**src/rtl/arb_pkg.sv**
```systemverilog
// Shared definitions for the four-requester round-robin arbiter.
// Holds the arbiter FSM state type plus requester count and index width.
package arb_pkg;

    localparam int unsigned NUM_REQ = 4;
    localparam int unsigned IDW     = 2;

    typedef enum logic {
        IDLE = 1'b0,
        BUSY = 1'b1
    } state_t;

endpackage : arb_pkg

```
**src/rtl/prio_enc_4_2_v.sv**
```systemverilog
// Combinational 4:2 priority encoder, bit 3 highest priority.
// Ports:
//   din   - 4-bit request vector
//   idx   - binary index of the highest set bit (2'b00 when din is zero)
//   valid - high when any bit of din is set
module prio_enc_4_2_v
    import arb_pkg::*;
(
    input  logic [NUM_REQ-1:0] din,
    output logic [IDW-1:0]     idx,
    output logic               valid
);

    always_comb begin
        idx = '0;
        casez (din)
            4'b1???: idx = 2'd3;
            4'b01??: idx = 2'd2;
            4'b001?: idx = 2'd1;
            default: idx = 2'd0;
        endcase
    end

    assign valid = |din;

endmodule : prio_enc_4_2_v

```
**src/rtl/rr_arbiter_4.sv**
```systemverilog
// Four-requester round-robin arbiter with grant hold and hold-time limit.
// Priority rotates behind the last owner; an owner keeps the grant while
// it holds its request, but is preempted after MAX_HOLD cycles when
// another client is waiting. Every owner change passes through one idle
// (all-zero grant) cycle. All outputs come straight from flops.
// Ports:
//   clk     - rising-edge clock
//   rst_n   - asynchronous active-low reset
//   req     - per-client request, held high while the resource is wanted
//   gnt     - one-hot grant
//   gnt_id  - binary index of the owner (2'b00 when no grant)
//   gnt_vld - high while any grant is active
//   preempt - one-cycle pulse when the grant is removed by the hold limit
module rr_arbiter_4
    import arb_pkg::*;
#(
    parameter int unsigned MAX_HOLD = 16,
    parameter int unsigned CW       = 8
) (
    input  logic               clk,
    input  logic               rst_n,
    input  logic [NUM_REQ-1:0] req,
    output logic [NUM_REQ-1:0] gnt,
    output logic [IDW-1:0]     gnt_id,
    output logic               gnt_vld,
    output logic               preempt
);

    localparam logic [CW-1:0] HOLD_LIM = CW'(MAX_HOLD - 1);

    state_t             state, state_nxt;
    logic [CW-1:0]      cnt, cnt_nxt;
    logic [IDW-1:0]     last, last_nxt;
    logic [NUM_REQ-1:0] gnt_nxt;
    logic [IDW-1:0]     id_nxt;
    logic               preempt_nxt;

    logic [NUM_REQ-1:0] rot;
    logic [IDW-1:0]     enc_idx;
    logic               enc_vld;
    logic [IDW-1:0]     winner;

    // Rotate so the client just after the last owner sits on bit 3,
    // the encoder's highest-priority input.
    always_comb begin
        rot = '0;
        for (int unsigned k = 0; k < NUM_REQ; k++) begin
            rot[IDW'(NUM_REQ - 1 - k)] = req[last + IDW'(k + 1)];
        end
    end

    prio_enc_4_2_v u_enc (
        .din   (rot),
        .idx   (enc_idx),
        .valid (enc_vld)
    );

    // Undo the rotation; 2-bit arithmetic wraps modulo 4.
    assign winner = last + 2'd1 + (2'd3 - enc_idx);

    always_comb begin
        state_nxt   = state;
        cnt_nxt     = cnt;
        last_nxt    = last;
        gnt_nxt     = gnt;
        id_nxt      = gnt_id;
        preempt_nxt = 1'b0;
        case (state)
            IDLE: begin
                gnt_nxt = '0;
                id_nxt  = '0;
                if (enc_vld) begin
                    state_nxt       = BUSY;
                    gnt_nxt[winner] = 1'b1;
                    id_nxt          = winner;
                    last_nxt        = winner;
                    cnt_nxt         = '0;
                end
            end
            BUSY: begin
                if (!req[gnt_id]) begin
                    // Voluntary release wins over a coincident hold limit.
                    state_nxt = IDLE;
                    gnt_nxt   = '0;
                    id_nxt    = '0;
                end else if (cnt == HOLD_LIM && |(req & ~gnt)) begin
                    state_nxt   = IDLE;
                    gnt_nxt     = '0;
                    id_nxt      = '0;
                    preempt_nxt = 1'b1;
                end else if (cnt != HOLD_LIM) begin
                    cnt_nxt = cnt + 1'b1;
                end
            end
            default: begin
                state_nxt = IDLE;
                gnt_nxt   = '0;
                id_nxt    = '0;
            end
        endcase
    end

    always_ff @(posedge clk or negedge rst_n) begin
        if (!rst_n) begin
            state   <= IDLE;
            cnt     <= '0;
            last    <= 2'd3;
            gnt     <= '0;
            gnt_id  <= '0;
            gnt_vld <= 1'b0;
            preempt <= 1'b0;
        end else begin
            state   <= state_nxt;
            cnt     <= cnt_nxt;
            last    <= last_nxt;
            gnt     <= gnt_nxt;
            gnt_id  <= id_nxt;
            gnt_vld <= |gnt_nxt;
            preempt <= preempt_nxt;
        end
    end

endmodule : rr_arbiter_4

```
**config.mk**
```make
export PLATFORM = sky130hd
export DESIGN_NAME = rr_arbiter_4
export DESIGN_NICKNAME = d
export VERILOG_FILES = /design/src/rtl/arb_pkg.sv /design/src/rtl/prio_enc_4_2_v.sv /design/src/rtl/rr_arbiter_4.sv
export SDC_FILE = /design/constraint.sdc
export NUM_CORES = 1
export LEC_CHECK = 0
export BUFFER_PORTS_ARGS = -buffer_cell sky130_fd_sc_hd__buf_2
export CAP_MARGIN = 25
export CELL_PAD_IN_SITES_DETAIL_PLACEMENT = 0
export CELL_PAD_IN_SITES_GLOBAL_PLACEMENT = 1
export CORE_MARGIN = 1.5
export CORE_UTILIZATION = 44
export DETAILED_ROUTE_END_ITERATION = 16
export GPL_ROUTABILITY_DRIVEN = 0
export PLACE_DENSITY = 0.86
export REMOVE_ABC_BUFFERS = 1
export SLEW_MARGIN = 25
export SYNTH_ARGS = -nofsm -noshare
export SYNTH_HDL_FRONTEND = slang
export SYNTH_SLANG_ARGS = --single-unit
```
**constraint.sdc**
```tcl
create_clock -name clk -period 2.2 [get_ports clk]
set_clock_uncertainty 0.1 [all_clocks]
set_input_delay 0.55 -clock clk [delete_from_list [all_inputs] [get_ports clk]]
set_output_delay 0.55 -clock clk [all_outputs]
set_load 0.01 [all_outputs]
```
==> results_dict.tcl <==
set metrics [dict create \
    rsz0062_at_grt "false" \
    vias 891 \
    dr.pass1.iters 4 \
    final_common_cell "dfrtp_1" \
    grt_antenna_before_repair 0 \
    clkSinkCount 19 \
    ant_nets 0 \
    final_nets 129 \
    core_area_um2 2280 \
    min_period_ps 2040 \
    drive_gt1_frac 0.233 \
    initial_core_util 0.479 \
    total_power_mw 1.48 \
    crit_path_top_delay_cell "dfstp_2" \
    crit_type "register to register" \
    cts_resized 0 \
    cp-start-kind "register" \
    portBuffers 13 \
    max_slew_margin 0.522 \
    synth-seq-cells 19 \
    crit_path_end_kind "register" \
    irDropWorstVdd_uv 620 \
    synth_area_leader_cell "dfrtp_1" \
    cts_hold_buf 0 \
    maxCapViolCount 0 \
    drt_iter0_drc 13 \
    fmax_mhz 490 \
    cp_top_family "flip-flops" \
    die_w_um 52.8 \
    yosysUniqueCellTypes 43 \
    finalHoldViolCount 0 \
    grt_max_degree 20 \
    synth_edf_count 0 \
    dieHeight_um 52.8 \
    synthTopCellsByArea "dfrtp_1, dfstp_2, or4_1" \
    grt_util_all_layers 0.202 \
    synth_top_flop_cell "dfrtp_1" \
    status "completed" \
    path_cells "inv_1 -> nor3b_1 -> a31oi_1 -> o211ai_1 -> ha_1 -> or3_1 -> o2bb2ai_1" \
    grt_pass1_vias 902 \
    route.detailed.drc 0 \
    worstRegToRegCells 7 \
    netlist_area_um2 1090 \
    grt_pass1_wl_um 4000 \
    post_cts_buffers 0 \
    setup_viol 0 \
    synth_cells 104 \
    die_area_um2 2790 \
    syn_area_per_cell_um2 10.5 \
    clk_latency_ps 300 \
    clk_pin_slew_ps 120 \
    areaGrowthSynthToFinish_pct 11.1 \
    dp_hpwl_um 1720 \
    cts_made_buffers 3 \
    wl_per_cell_um 15.9 \
    cts-root-buf "clkbuf_4" \
    crit_buf_inv 1 \
    p_leak_nw 0.536 \
    yosysWarnings 0 \
    synth_top_area_share 0.390 \
    r2r_slack_ps 160 \
    worstMarginPinSlew_ps 714 \
    antenna_cells 0 \
    wl_um 2350 \
    grt_overflow 0 \
    layout_common_cells "dfrtp_1, buf_2, nor2_1" \
    fin_tns_setup_ps 0 \
    async_reset_ff_frac 1.00 \
    cp_max_fo 5 \
    row_count 17 \
    power.density_nw_per_um2 1220 \
    ios 14 \
    clock_path_buffers 2 \
    ys_seq_area_frac 0.438 \
    slew_viol_final 0 \
    vias_per_cell 6.02 \
    cpPeakStageDelay_ps 580 \
    cts_tree "yes" \
    ctsHtreeMaxLevel 1 \
    critical_path_required_ps 2330 \
    min_path_type "input pin to asynchronous set/reset pin" \
    finalCritPeriodShare 0.928 \
    cp.depth 7 \
    arrival_ps 2180 \
]
## state kept, by name, indices dropped and copies added (netlist names)
name and count:
state 1, preempt 1, gnt 4, last 2
gnt_id 2, gnt_vld 1, cnt 8
## routing by layer
metal,vias up,wire length [µm],global-route usage
met1,439,1070,0.244
met3,2,78,0.0514
met2,15,1190,0.340
li1,435,-,-
met5,-,0,0
met4,0,16,0.0812
## path summary, 6_finish.rpt
path | from | endpoint
max | last[0] | gnt[0]
min | rst_n | cnt[3]
max reg2reg | last[0] | gnt[0]
min reg2reg | cnt[4] | cnt[4]
max in group asynchronous | rst_n | last[1]
min in group clk | cnt[4] | cnt[4]
## layout make-up
cell class	count	area, µm²
Inverter	4	15.0
Multi-Input combinational cell	78	577
Tap cell	28	35.0
Clock buffer	3	22.5
Clock inverter	1	5.00
Timing Repair Buffer	15	80.1
Fill cell	209	1060
Sequential cell	19	478
## cells in the mapped netlist, types with 3 or more instances
| library cell | instances |
|---|---|
| or4_1 | 5 |
| nor2_1 | 7 |
| nand2b_1 | 3 |
| a21oi_1 | 3 |
| dfrtp_1 | 17 |
| nand2_1 | 5 |
| mux2i_1 | 3 |
| o31ai_1 | 4 |
| inv_1 | 4 |
| o21ai_0 | 5 |
| a22o_1 | 3 |
## report_power, final
| group | switching, mW | total (mW) | internal, mW |
|---|---|---|---|
| Clock | 0.114 | 0.182 | 0.0677 |
| Combinational | 0.390 | 0.743 | 0.353 |
| Sequential | 0.100 | 0.557 | 0.456 |
## through the flow
step	cell area, µm²	setup slack [ps]	hold WS [ps]	utilization	cells
floorplan	1070	262	154	-	101
global placement	1180	81.0	402	0.521	144
detailed placement	1180	83.7	412	0.521	144
CTS	1210	162	74.5	0.533	148
global route	1210	28.2	67.5	0.533	148
finish	1210	159	67.9	0.533	148
## logic make-up after synthesis
kind of cell | share of synthesized area
AND/OR/NAND/NOR | 0.200
multiplexers | 0.0585
XOR/XNOR | 0.0252
adder cells (fa/ha/maj) | 0.0229
flip-flops | 0.438
buffers and inverters | 0.0333
AO/OA/AOI/OAI | 0.222
(Power assumes the default switching activity.)
